`src/rtl/dmem_req_ctrl.sv`:
```
// dmem_req_ctrl: data-memory request controller between the memory stage
// and the data memory. Issues one command per LW/LBU/SW/SB, stalls the
// pipeline until it completes, returns load data, flags memory timeouts.
//
// Ports:
//   clk, n_reset          clock, synchronous active-low reset
//   req_valid_i           memory-stage instruction is a load/store
//   is_store_i, byte_i    SW/SB vs LW/LBU, byte vs word
//   addr_i, wdata_i       byte address, store data
//   mem_*_o               core-to-memory packet (addr, data, valid, wen,
//                         byte_not_word, yumi)
//   mem_rdata_i           memory read word
//   mem_valid_i           read data present
//   mem_ack_i             memory accepted the command
//   stall_o               hold the pipeline
//   rdata_o               load result
//   resp_valid_o          one-cycle completion pulse
//   err_o                 sticky timeout flag
module dmem_req_ctrl #(
    parameter int unsigned timeout_p   = 256,
    parameter int unsigned cnt_width_p = 9
) (
    input  logic        clk,
    input  logic        n_reset,
    input  logic        req_valid_i,
    input  logic        is_store_i,
    input  logic        byte_i,
    input  logic [31:0] addr_i,
    input  logic [31:0] wdata_i,
    output logic [31:0] mem_addr_o,
    output logic [31:0] mem_wdata_o,
    output logic        mem_valid_o,
    output logic        mem_wen_o,
    output logic        mem_byte_o,
    output logic        mem_yumi_o,
    input  logic [31:0] mem_rdata_i,
    input  logic        mem_valid_i,
    input  logic        mem_ack_i,
    output logic        stall_o,
    output logic [31:0] rdata_o,
    output logic        resp_valid_o,
    output logic        err_o
);

    typedef enum logic [1:0] {
        DMEM_IDLE,
        DMEM_REQ_SENT,
        DMEM_REQ_ACKED
    } dmem_state_e;

    localparam logic [cnt_width_p-1:0] CntMax =
        cnt_width_p'(timeout_p - 1);
    localparam logic [cnt_width_p-1:0] CntOne =
        cnt_width_p'(1);

    dmem_state_e            state_q, state_d;
    logic [cnt_width_p-1:0] cnt_q, cnt_d;
    logic [31:0]            addr_q, addr_d;
    logic [31:0]            wdata_q, wdata_d;
    logic [31:0]            rdata_q, rdata_d;
    logic                   wen_q, wen_d;
    logic                   byte_q, byte_d;
    logic                   resp_q, resp_d;
    logic                   err_q, err_d;
    logic                   yumi;
    logic [7:0]             lane_byte;
    logic [31:0]            load_data;

    // Little-endian lane select for LBU.
    always_comb begin
        unique case (addr_q[1:0])
            2'd0: lane_byte = mem_rdata_i[7:0];
            2'd1: lane_byte = mem_rdata_i[15:8];
            2'd2: lane_byte = mem_rdata_i[23:16];
            2'd3: lane_byte = mem_rdata_i[31:24];
        endcase
    end

    assign load_data = byte_q ? {24'b0, lane_byte} : mem_rdata_i;

    always_comb begin
        state_d = state_q;
        addr_d  = addr_q;
        wdata_d = wdata_q;
        wen_d   = wen_q;
        byte_d  = byte_q;
        rdata_d = rdata_q;
        resp_d  = 1'b0;
        err_d   = err_q;
        yumi    = 1'b0;
        unique case (state_q)
            DMEM_IDLE: begin
                // The pulse cycle still shows the finished instruction,
                // so it must not be taken as a new request.
                if (req_valid_i && !resp_q) begin
                    addr_d  = addr_i;
                    wdata_d = byte_i ? {4{wdata_i[7:0]}} : wdata_i;
                    wen_d   = is_store_i;
                    byte_d  = byte_i;
                    state_d = DMEM_REQ_SENT;
                end
            end
            DMEM_REQ_SENT: begin
                if (mem_ack_i) begin
                    if (wen_q) begin
                        state_d = DMEM_IDLE;
                        resp_d  = 1'b1;
                    end else if (mem_valid_i) begin
                        yumi    = 1'b1;
                        rdata_d = load_data;
                        state_d = DMEM_IDLE;
                        resp_d  = 1'b1;
                    end else begin
                        state_d = DMEM_REQ_ACKED;
                    end
                end else if (cnt_q == CntMax) begin
                    err_d   = 1'b1;
                    state_d = DMEM_IDLE;
                    resp_d  = 1'b1;
                end
            end
            DMEM_REQ_ACKED: begin
                if (mem_valid_i) begin
                    yumi    = 1'b1;
                    rdata_d = load_data;
                    state_d = DMEM_IDLE;
                    resp_d  = 1'b1;
                end else if (cnt_q == CntMax) begin
                    err_d   = 1'b1;
                    state_d = DMEM_IDLE;
                    resp_d  = 1'b1;
                end
            end
            default: begin
                state_d = DMEM_IDLE;
            end
        endcase
        // Counts cycles spent waiting in one state; any move restarts it.
        if (state_d != state_q || state_q == DMEM_IDLE) begin
            cnt_d = '0;
        end else begin
            cnt_d = cnt_q + CntOne;
        end
    end

    always_ff @(posedge clk) begin
        if (!n_reset) begin
            state_q <= DMEM_IDLE;
            cnt_q   <= '0;
            addr_q  <= '0;
            wdata_q <= '0;
            wen_q   <= 1'b0;
            byte_q  <= 1'b0;
            rdata_q <= '0;
            resp_q  <= 1'b0;
            err_q   <= 1'b0;
        end else begin
            state_q <= state_d;
            cnt_q   <= cnt_d;
            addr_q  <= addr_d;
            wdata_q <= wdata_d;
            wen_q   <= wen_d;
            byte_q  <= byte_d;
            rdata_q <= rdata_d;
            resp_q  <= resp_d;
            err_q   <= err_d;
        end
    end

    assign mem_addr_o   = addr_q;
    assign mem_wdata_o  = wdata_q;
    assign mem_wen_o    = wen_q;
    assign mem_byte_o   = byte_q;
    assign mem_valid_o  = (state_q == DMEM_REQ_SENT);
    assign mem_yumi_o   = yumi;
    assign rdata_o      = rdata_q;
    assign resp_valid_o = resp_q;
    assign err_o        = err_q;
    assign stall_o      = (state_q != DMEM_IDLE) |
                          (req_valid_i & ~resp_q);

endmodule

```
`config.mk`:
```
export PLATFORM = sky130hd
export DESIGN_NAME = dmem_req_ctrl
export DESIGN_NICKNAME = d
export VERILOG_FILES = /design/src/rtl/dmem_req_ctrl.sv
export SDC_FILE = /design/constraint.sdc
export NUM_CORES = 1
export LEC_CHECK = 0
export ABC_AREA = 0
export CAP_MARGIN = 10
export CORE_UTILIZATION = 30
export DETAILED_ROUTE_END_ITERATION = 10
export SYNTH_ARGS = -nofsm -noshare
export SYNTH_HDL_FRONTEND = slang
export SYNTH_SLANG_ARGS = --single-unit
export TNS_END_PERCENT = 20
```
`constraint.sdc`:
```
create_clock -name clk -period 2.6 [get_ports clk]
set_clock_uncertainty 0.1 [all_clocks]
set_input_delay 0.52 -clock clk [delete_from_list [all_inputs] [get_ports clk]]
set_output_delay 0.52 -clock clk [all_outputs]
set_load 0.05 [all_outputs]
```
# == Word level (Yosys, flattened, before mapping) ==
# Cells that the tools add are included.
# word_totals
reg_bits,111
out_inout_bits,103
elab_cells,63
# op_classes
add_sub_neg,1
eq_ne,11
mux,27
bitwise,4
reduce_logical,11
# op_table
op,n
32-bit two-way mux,5
32-bit case mux with 2 select lines,1
8-bit case mux with 4 select lines,1
2-bit two-way mux,6
1-bit two-way mux,10
9-bit by 1-bit adder with 9-bit output (second input constant),1
9-bit by 8-bit == test with 1-bit output (second input constant),1
2-bit == test (second input constant),3
2-bit != test (second input constant),3
1-bit case mux with 2 select lines,3
2-bit case mux with 3 select lines,1
3-bit AND reduction,2
2-bit by 1-bit == test with 1-bit output (second input constant),2
2-bit logical NOT,2
2-bit nonzero test,2
2-bit by 1-bit != test with 1-bit output (second input constant),1
2-bit != test,1
1-bit inverter,2
2-bit AND reduction,1
2-bit OR reduction,1
1-bit AND,1
1-bit logical AND,1
1-bit logical NOT,1
1-bit logical OR,1
1-bit bitwise OR,1

# == Longest topological paths before layout ==
# Gate-level depths: netlist (run 1).
# depth
ltp_word,7
depth_mapped,8

# == Least setup slack after synthesis (run 1) ==
# OpenSTA, ideal clock, no wires.
# synth_path
path_kind,register to output
from,register state_q[1]
to,output port mem_yumi_o
arrival_time_ns,1.798
t_required_ns,1.980
slack_ns,0.182
path_stages_with_launch,5
cell_sequence,dfxtp_1 -> inv_1 -> ha_1 -> a31oi_1 -> nor2_1
# synth_between
elab_chain_len,2
word_cells_on_any_way,3
cone_classes,2 x eq/ne; 1 x mux
# synth_rtl
item,line_no,rtl
from (decl),56,"dmem_state_e state_q, state_d;"
from (signal assigned),158,state_q <= state_d;
2-bit by 1-bit == test with 1-bit output,n/a,
net mem_valid_o,32,"output logic mem_valid_o,"
1-bit case mux with 2 select lines,91,unique case (state_q)
to (decl),35,"output logic mem_yumi_o,"
# The timed path passes the listed nets, and every way through them passes these cells.

# == Worst setup path in the final report (run 1) ==
# layout_path
from,register state_q[1]
to,output port mem_yumi_o
# layout_between
elab_chain_len,2
word_cells_on_any_way,3
cone_classes,2 x eq/ne; 1 x mux
# layout_rtl
item,line_no
2-bit == test or 2-bit by 1-bit == test with 1-bit output (tied branches),91
1-bit case mux with 2 select lines *,91
# Every way passes the cells marked *; elsewhere a longest branch is shown, timed or not.

==> results, run 1 <==
- The routability congestion estimate is 0.833.
- The number of setup buffers added after CTS is 0.
- STA puts the critical path data required time at 1.98 ns.
- The first global-routing pass estimated 22900 um of wire.
- Dividing the final minimum period by the clock period gives 88.8%.
- The highest attainable clock frequency is 0.433 GHz.
- In the routed layout, each cell is associated on average with a via count of 4.72.
- Fill cells in the final layout number 1538.
- The run finished with clean final reports.
- Clock latency on the worst-skew pair, taken at its later pin, is 0.35 ns.
- The total global routing overflow is 0.
- The clock slew at the register clock pins of the worst setup and hold paths is 0.07 ns.
- The terminating pin of the worst hold path is rdata_o[30].
- Measured in cells, the most critical reg-to-reg path has a length of 7.
- The number of clock buffers inserted by TritonCTS is 9.
- Of all nets on the critical path, the largest fanout is 7.
- In the routed design, unresolved DRC markers number 0.
- Of all flip-flops after synthesis, the portion carrying an async set or reset was 0%.
- Setup total negative slack on the finished layout was measured at 0 ns.
- Once the floorplan was initialized, standard cells occupied 30.8% of the core.
- Entering global routing, the biggest net connects 66 pins.
- TritonCTS built the clock tree.
- Measured against its own limit, the worst slew margin works out to 62.8%.
- The total area inside the core boundary comes to 15900 um^2.
- The static leakage power is 0.00292 uW.
- The maximum clock path buffer count is 2.
- Counting every sink on the clock net gives 111.
- The worst path needs 2.31 ns of the cycle, external delays included.
- Setup repair after global routing left no endpoint under its margin.
- The final max-slew violation count is 0.
- The min-delay analysis places its worst path in the category reg2reg.
- The classification of the worst setup path is reg2out.
- The total I/O pin count is 206.
- For the pin with the worst max-slew slack, the measured transition is 0.557 ns.
- The tree is rooted in a sky130_fd_sc_hd__clkbuf_16.
- The detailed-route wire length per cell is 15.3 um.
- The total track usage is 17.7%.
- When the netlist entered floorplanning its net count stood at 658.
- Input and output buffers added on the ports amount to 205.
- The power density normalized to cell area is 601 nW/um^2.
- The beginning of the worst register-to-register path is state_q[1].
- The post-layout net count is 851.
- The most common flop cell mapped by yosys is sky130_fd_sc_hd__dfxtp_1.
- The mapped netlist covers 4920 um^2.
- In this run the core area contains 46 standard-cell rows.
- The footprint of the flip-flops and latches is 2220 um^2.
- The total number of vias is 4542.
- The element type at the critical path end is a primary output.
- The fraction of layout instances using a drive strength above 1 is 6.96%.
- The die boundary height is 130 um.
- VDD sags by at most 352 uV.
- The first detailed-routing pass took 4 iterations.
- The worst setup path is launched from a register.
- The number of enable-type register cells in the synthesized netlist is 0.
- Dividing the synthesized area by the synthesized cell count gives 8.96 um^2.
- Counting every instance in the synthesized netlist gives 549.
- The relative area change from synthesis to final layout is 52.2%.
- The count of cells resized by post-cts repair is 0.
- The number of buffers inserted by hold repair at cts is 0.
- The number of global-route vias before repair is 4508.
- In the layout the commonest cells are sky130_fd_sc_hd__clkdlybuf4s50_1 (199), sky130_fd_sc_hd__nand2_1 (146), sky130_fd_sc_hd__dfxtp_1 (111).
- Setup violations remaining at the end of the flow were counted as 0.
- The footprint of the multi-input gates is 2480 um^2.
- The final HPWL from detailed placement is 10900 um.
- The placed instances occupy a cell area of 7220 um^2.
- The worst reg2reg path endpoint is rdata_o[21].
- Setup slack on the critical path of the routed design comes to 0.290 ns.
- The Yosys step of the flow raised 0 warnings.
- The count of final hold-check violations is 0.
- The number of max-cap violations is 0.
- For flop-to-flop paths, the worst setup slack is 0.51 ns.
- The most common cell after layout, fill and taps aside is sky130_fd_sc_hd__clkdlybuf4s50_1.
- The remaining antenna violation count is 0.
- Total power for the finished layout comes to 4500 uW.
- The post-route standard cell area excluding fillers is 7490 um^2.
- The H-tree generated during clock tree synthesis spans 3 levels.
- The repair_antennas step left the layout with diodes totalling 0.
- The number of cells traversed by the worst hold path is 2.
- The worst endpoint data arrival time is 1.69 ns.
- The worst hold path begins at rdata_o[30].
- The initial antenna violation count is 0.
- The synthesized netlist contains 41 unique library cells.
- The number of violations reported at the end of detailed-routing iteration 0 is 161.
- The floorplan step defined a die boundary enclosing 16900 um^2.
- The proportion of synthesized chip area in sequential cells is 45.2%.
- The count of state elements after synthesis is 111.
- The x dimension of the die is 130 um.
- After detailed routing, the total wire length is 14700 um.
- Before CTS, the worst setup slack after placement is 0.313 ns.
cell families after synthesis:
kind of cell,Yosys count,share of synthesized area [%]
and+or+nand+nor,217,20.4
xor gates and xnor gates,6,1.07
DFF,111,45.2
muxes,32,6.51
adders and majority gates,6,1.53
AOI/OAI and AO/OA,130,20.8
buffers and inverters,47,4.53
per-layer routing:
| metal | GRT usage, % | share of wire (%) | up-vias |
|---|---|---|---|
| met5 | 0 | 0 | - |
| met4 | 5.54 | 1.2 | 0 |
| met3 | 5.62 | 7.2 | 13 |
| met2 | 30.6 | 49 | 144 |
| met1 | 20.6 | 43 | 2125 |
| li1 | - | - | 2260 |
cell usage after synthesis, types with 5 or more instances:
cell type / instances / area share (%)
sky130_fd_sc_hd__ha_1: 6 / 1.5
sky130_fd_sc_hd__nand3_1: 11 / 1.1
sky130_fd_sc_hd__o21ai_1: 6 / 0.61
sky130_fd_sc_hd__o211ai_1: 8 / 1.2
sky130_fd_sc_hd__mux2i_1: 32 / 6.5
sky130_fd_sc_hd__or2_2: 8 / 1.0
sky130_fd_sc_hd__o211a_1: 24 / 4.9
sky130_fd_sc_hd__nand2b_1: 7 / 0.89
sky130_fd_sc_hd__inv_1: 7 / 0.53
sky130_fd_sc_hd__buf_2: 19 / 1.9
sky130_fd_sc_hd__dfxtp_1: 111 / 45
sky130_fd_sc_hd__clkbuf_1: 15 / 1.1
sky130_fd_sc_hd__nand3b_1: 24 / 3.7
sky130_fd_sc_hd__nand2_1: 146 / 11
sky130_fd_sc_hd__xor2_1: 5 / 0.89
sky130_fd_sc_hd__nor3_1: 9 / 0.92
sky130_fd_sc_hd__a21boi_1: 5 / 0.76
sky130_fd_sc_hd__a21boi_0: 69 / 11
state kept, by name, summed over array words and instances, names as in the netlist:
name          count
mem_addr_o       32
mem_wdata_o      32
rdata_o          32
cnt_q             9
state_q           2
err_o             1
mem_byte_o        1
mem_wen_o         1
resp_valid_o      1
per-stage QoR:
stage,hold slack [ns],util (%),cells
global placement,0.339,45.3,947
global route,0.379,47.0,963
detailed placement,0.346,45.3,947
CTS,0.356,47.0,963
floorplan,0.379,-,549
finish,0.351,47.0,963
worst max-delay path by stage:
stage | from | to | depth (start not counted) | slack (ns)
floorplan | state_q[1] | mem_yumi_o | 4 | 0.18
global placement | mem_ack_i | rdata_o[15] | 6 | 0.39
detailed placement | mem_ack_i | rdata_o[21] | 6 | 0.31
CTS | state_q[1] | mem_yumi_o | 5 | 0.27
global route | state_q[1] | mem_yumi_o | 5 | 0.22
finish | state_q[1] | mem_yumi_o | 5 | 0.29
area by class of cell:
type	instances	area share (%)
timing repair buffer	222	29.7
inverter	7	0.351
clock inverter	6	0.485
clock buffer	10	3.06
multi-input combinational	391	33.1
sequential	111	29.7
tap	216	3.61
where the power goes:
group / internal (uW) / leakage, uW / switching (uW)
Sequential: 1820 / 0.000909 / 66.2
Clock: 648 / 0.000132 / 638
Combinational: 524 / 0.00188 / 802
Total: 2990 / 0.00292 / 1510
worst max-delay path, stage by stage, from the launching register on:
cell                      delay, ns
sky130_fd_sc_hd__dfxtp_1       0.44
sky130_fd_sc_hd__inv_1         0.09
sky130_fd_sc_hd__ha_1          0.32
sky130_fd_sc_hd__nand2_1       0.11
sky130_fd_sc_hd__nor2_1        0.21
sky130_fd_sc_hd__buf_12        0.17
Note: power is estimated with default switching activity, not from simulation.
==> run 2: changes to the inputs <==
CORE_MARGIN = 3   (was not set)
CTS_CLUSTER_DIAMETER = 80   (was not set)
PLACE_DENSITY = 0.59   (was not set)
==> run 2 against run 1 <==
Compared with the run above:
- clock power is 12% higher
- combinational power hardly changed
- via count is 0.40% higher
- global-route usage is 0.92 points lower
- highest routed layer unchanged
- largest cell class unchanged
==> results, run 2 (synthesized netlist as in run 1, its figures left out) <==
- Data on the critical path is required at its endpoint by 1.98 ns.
- The fraction of layout instances using a drive strength above 1 is 6.19%.
- In this run the critical register-to-register path is launched from state_q[0].
- The floorplan step defined a die boundary enclosing 18000 um^2.
- In the routed design, unresolved DRC markers number 0.
- The first global-routing pass estimated 24100 um of wire.
- The core region is 15900 um^2.
- Dividing the detail-routed wire length by the instance count gives 15.9 um.
- STA classifies the critical path startpoint as a register.
- The clock tree from TritonCTS is done.
- The number of global-route vias before repair is 4546.
- The actual transition at the worst max-transition pin is 0.580 ns.
- The classification of the worst-slack hold path is reg2reg.
- The count of cells along the worst register-to-register path is 7.
- The share of the clock period used by the worst path is 87.8%.
- The final critical-path required period is 2.28 ns.
- After global routing the overflow that remains totals 0.
- In the layout the commonest cells are sky130_fd_sc_hd__clkdlybuf4s50_1 (199), sky130_fd_sc_hd__nand2_1 (146), sky130_fd_sc_hd__dfxtp_1 (111).
- Buffers inserted to repair hold after CTS numbered 0.
- The count of final hold-check violations is 0.
- The power density normalized to cell area is 619 nW/um^2.
- The end point of the critical path is mem_yumi_o.
- The classification of the worst setup path is reg2out.
- Setup violations remaining at the end of the flow were counted as 0.
- The worst vdd rail ir drop is 304 uV.
- The first TritonRoute pass finished after 4 iterations.
- Setup repair after global routing left no endpoint under its margin.
- The first routing iteration left 243 violations.
- Detailed routing inserted a total of 4560 vias.
- In this run the deepest clock path goes through 2 buffers.
- On the critical path the largest part of the delay comes from flip-flops.
- After routing, the total negative slack on setup checks comes to 0 ns.
- Leaving out fill and tap cells, the most frequent cell in the layout is sky130_fd_sc_hd__clkdlybuf4s50_1.
- Once detailed placement completed, the half-perimeter wirelength came to 11300 um.
- After clock tree synthesis, the clock-pin slew on the worst setup and hold paths is 0.07 ns.
- CTS placed an instance of sky130_fd_sc_hd__clkbuf_16 at the clock tree root.
- The effective utilization at floorplan is 30.8%.
- The highest attainable clock frequency is 0.438 GHz.
- The total I/O pin count is 206.
- The number of clock buffers inserted by TritonCTS is 9.
- Cells fill 47.0% of the core in the end.
- Dividing the detail-routed via count by the number of cells gives 4.75.
- The highest fanout seen on the critical path is 7.
- The routability congestion estimate is 0.797.
- The endpoint identified for the worst register-to-register timing path is mem_addr_o[5].
- The headroom to the max-slew limit is 61.3%.
- The worst register-to-register path has a setup slack of 0.62 ns.
- The level count of the clock H-tree is 3.
- The worst endpoint data arrival time is 1.66 ns.
- The maximum cell stage delay along the critical path is 0.42 ns.
- The die boundary height is 134 um.
- Fill cells in the final layout number 1533.
- The clock insertion delay at the later pin of the skew report is 0.34 ns.
- The initial antenna violation count is 0.
- The post-layout net count is 847.
- Entering global routing, the biggest net connects 62 pins.
- Walking the worst path, the cells encountered are inv_1 -> ha_1 -> nand2_1 -> nor2_1 -> buf_12.
- The flow ran to the end, and the final reports show no timing, DRC or antenna violations.
- In the global route stage, overall resource usage came out at 16.7%.
- The worst setup path is captured at a primary output.
- The slowest stage of the critical path is the sky130_fd_sc_hd__dfxtp_1 cell.
- The final max-slew violation count is 0.
- The number of gates on the worst path with buffers counted is 5.
- The total of buffers placed on input and output ports is 205.
- The remaining antenna violation count is 0.
- The number of sinks handled by clock tree synthesis is 111.
- The worst path buffer plus inverter count is 2.
- In this run the core area contains 46 standard-cell rows.
- The launch point of the critical path is state_q[1].
- The relative area change from synthesis to final layout is 52.4%.
- The total routed wirelength is 15300 um.
- The number of max-cap violations is 0.
- The x dimension of the die is 134 um.
- In this run the static leakage power is 0.00293 uW.
- The number of diodes is 0.
run 2: cell count changes in the layout (fill, tap and decap cells not counted), sizes merged:
cell	before	now
inv	8	7
clkinv	4	0
dlymetal6s2s	0	1
clkbuf	10	14
bufinv	0	1
buf	23	18
run 2: how the worst min path moves through the flow:
stage / endpoint / from / slack [ns] / depth (start not counted)
6_report: rdata_o[10] / rdata_o[10] / 0.35 / 2
5_1_grt: rdata_o[11] / rdata_o[11] / 0.38 / 2
2_1_floorplan: cnt_q[0] / cnt_q[0] / 0.38 / 1
3_3_place_gp: rdata_o[29] / rdata_o[29] / 0.34 / 2
4_1_cts: rdata_o[10] / rdata_o[10] / 0.36 / 2
3_5_place_dp: rdata_o[10] / rdata_o[10] / 0.35 / 2
run 2: final cells by class:
class | count | area [um^2] | area share, %
Inverter | 7 | 26.3 | 0.351
Tap cell | 216 | 270 | 3.61
Multi-Input combinational cell | 391 | 2480 | 33.1
Clock inverter | 2 | 37.5 | 0.501
Sequential cell | 111 | 2220 | 29.6
Timing Repair Buffer | 218 | 2190 | 29.2
Clock buffer | 14 | 274 | 3.66
run 2: repair_timing:
item / 4_1_cts / 5_1_grt
gates resized for setup: 0 / 1
setup endpoints to repair: 0 / 1
hold endpoints to repair: 0 / 0
setup buffers: 0 / 0
run 2: metal layers:
| layer | GRT usage (%) | vias to the layer above | wire [um] |
|---|---|---|---|
| met5 | 0 | - | 0 |
| met4 | 6.28 | 0 | 323 |
| met1 | 19.8 | 2145 | 6430 |
| li1 | - | 2256 | - |
| met2 | 29.5 | 141 | 7550 |
| met3 | 4.01 | 18 | 952 |
run 2: power breakdown:
part	internal [uW]	switching, uW
sequential	1820	70.5
clock	828	608
combinational	509	797
total	3160	1480
run 2: worst min-delay path, cell delays in order, from the launching register on:
cell and delay, ns:
sky130_fd_sc_hd__dfxtp_1 0.31, sky130_fd_sc_hd__nand2_1 0.05, sky130_fd_sc_hd__a21boi_1 0.05
run 2: per-stage QoR:
stage          hold WS, ns  total power (uW)  area [um^2]  std cells  setup slack, ns
2_1_floorplan        0.379              2720         4920        549            0.182
3_5_place_dp         0.348              3250         7180        943            0.400
3_3_place_gp         0.343              3230         7180        943            0.443
4_1_cts              0.358              4710         7490        959           0.0362
6_report             0.354              4640         7490        959            0.316
5_1_grt              0.378              4850         7490        959            0.156
==> RTL change, RTL diff (config.mk and constraints of run 2) <==
Make the reset (`n_reset`) asynchronous in one clocked block. Comments in the files are not updated.
--- a/src/rtl/dmem_req_ctrl.sv
+++ b/src/rtl/dmem_req_ctrl.sv
@@ -143,7 +143,7 @@
         end
     end
 
-    always_ff @(posedge clk) begin
+    always_ff @(posedge clk or negedge n_reset) begin
         if (!n_reset) begin
             state_q <= DMEM_IDLE;
             cnt_q   <= '0;
Function: differs if n_reset is asserted again (counterexample within 4 cycles, from zero or initial values and one cycle with n_reset low); with n_reset held inactive, the same outputs for 4 cycles.
==> RTL change against run 2 <==
- first-iteration DRC count fell by 0.41%
- sequential cell count did not move
- setup slack got worse by 0.039 ns
- cell area fell by 0.42%
- count of clock-buffer cells in the layout fell by 5
- critical path depth fell by 2
- core utilization fell by 0.36 points
- sequential share of layout area rose by 7.6 points
- synthesized area rose by 0.13%
- wire length fell by 2.8%
- critical endpoint is now mem_valid_o
Power is not compared: it rests on default switching activity, and its combinational part moved more than twofold at a synthesized area within 25%.
==> RTL change: results (changes against run 2) <==
Hold WC Path Type - in2async (was reg2reg)
Top_reg_cell synth - dfrtp_1 (was dfxtp_1)
Crit-path slowest cell - dlygate4sd2_1 (was dfxtp_1)
Syn Inst Count - 530 (was 549)
Syn Nets - 639 (was 658)
Post-route setup slack - 0.278 ns (was 0.316 ns)
Reg2reg end - rdata_o[7]$_DFFE_PN0P_ (was mem_addr_o[5]$_SDFFE_PN0P_)
XOR/XNOR Fraction of Synth Area - 0.0107 (about the same)
Top post-synthesis cells by count - nand2_1 (209), dfrtp_1 (111), o21ai_0 (53) (was nand2_1 (146), dfxtp_1 (111), a21boi_0 (69))
Post-synthesis compound-gate area fraction - 0.0983 (was 0.208)
Post-synthesis mux area share - 0.0651 (about the same)
Worst slack at placement - 0.369 ns (was 0.400 ns)
Fin util - 0.466 (was 0.470)
Nets - 833 (was 847)
Clk tree area frac - 0.0377 (was 0.0416)
Status - finished clean (unchanged)
Largest net degree at the start of global routing - 90 (was 62)
NonClk Buf Share - 0.290 (was 0.292)
Fill count - 1562 (was 1533)
Post-synthesis sequential area ratio - 0.564 (was 0.452)
Number of flip-flops and latches - 111 (unchanged)
Synth Area in Adders - 0.0152 (was 0.0153)
Worst EP arrival - 1.70 ns (was 1.66 ns)
Multi-Input Combinational - 377 (was 391)
WHS - 0.0526 ns (was 0.354 ns)
Via density - 4.58 (was 4.75)
End point of the critical path - mem_valid_o (was mem_yumi_o)
Initial DRC count - 242 (was 243)
Sequential cell area share - 0.372 (was 0.296)
Netlist cell types - 35 (was 41)
GP Congestion - 0.840 (was 0.797)
Dpl hpwl - 10800 um (was 11300 um)
Number of global-route vias before repair - 4541 (was 4546)
CP top delay family - buffers and inverters (was flip-flops)
Non-clock buffers - 215 (was 218)
First-pass GRT wire length - 23900 um (was 24100 um)
Crit Reg-Reg Startpoint - state_q[1]$_DFF_PN0_ (was state_q[0]$_SDFF_PN0_)
FF-to-FF setup slack - 0.56 ns (was 0.62 ns)
Avg Cell Area, Syn - 9.29 um^2 (was 8.96 um^2)
Share of post-route cells with drive strength above 1 - 0.0494 (was 0.0619)
CP peak stage delay - 0.56 ns (was 0.42 ns)
Area contributors post-synth - dfrtp_1 (56%), nand2_1 (16%), mux2i_1 (6.5%), o21ai_0 (5.4%), buf_2 (2.1%) (was dfxtp_1 (45%), nand2_1 (11%), a21boi_0 (11%), mux2i_1 (6.5%), o211a_1 (4.9%))
Placement Cell Area - 7180 um^2 (about the same)
==> RTL change: changes by cell type after synthesis, moves of 13 or more <==
cell and change:
o21ai_0 +49, o211a_1 -24, nand3b_1 -24, nor2_1 +13
a21boi_0 -69, nand2_1 +63, dfrtp_1 +111, dfxtp_1 -111
==> RTL change: worst register-to-register path, cell delays in order, from the launching register on <==
cell	delay (ns)
dfrtp_1	0.47
inv_1	0.09
ha_1	0.32
nand2_1	0.12
a21o_1	0.10
buf_4	0.46
a211oi_1	0.11
a21o_1	0.17
==> RTL change: cell families after synthesis <==
family | count (synthesis)
xor+xnor | 6
buf+inv | 42
compound gates | 86
fa+ha+maj | 6
flops | 111
mux | 32
simple gates | 247
==> RTL change: layer usage <==
layer,vias to the layer above,global-route usage,part of all wire
met1,2051,0.214,0.45
met3,18,0.0473,0.071
met2,146,0.271,0.46
met4,0,0.0566,0.019
met5,-,0,0
li1,2114,-,-
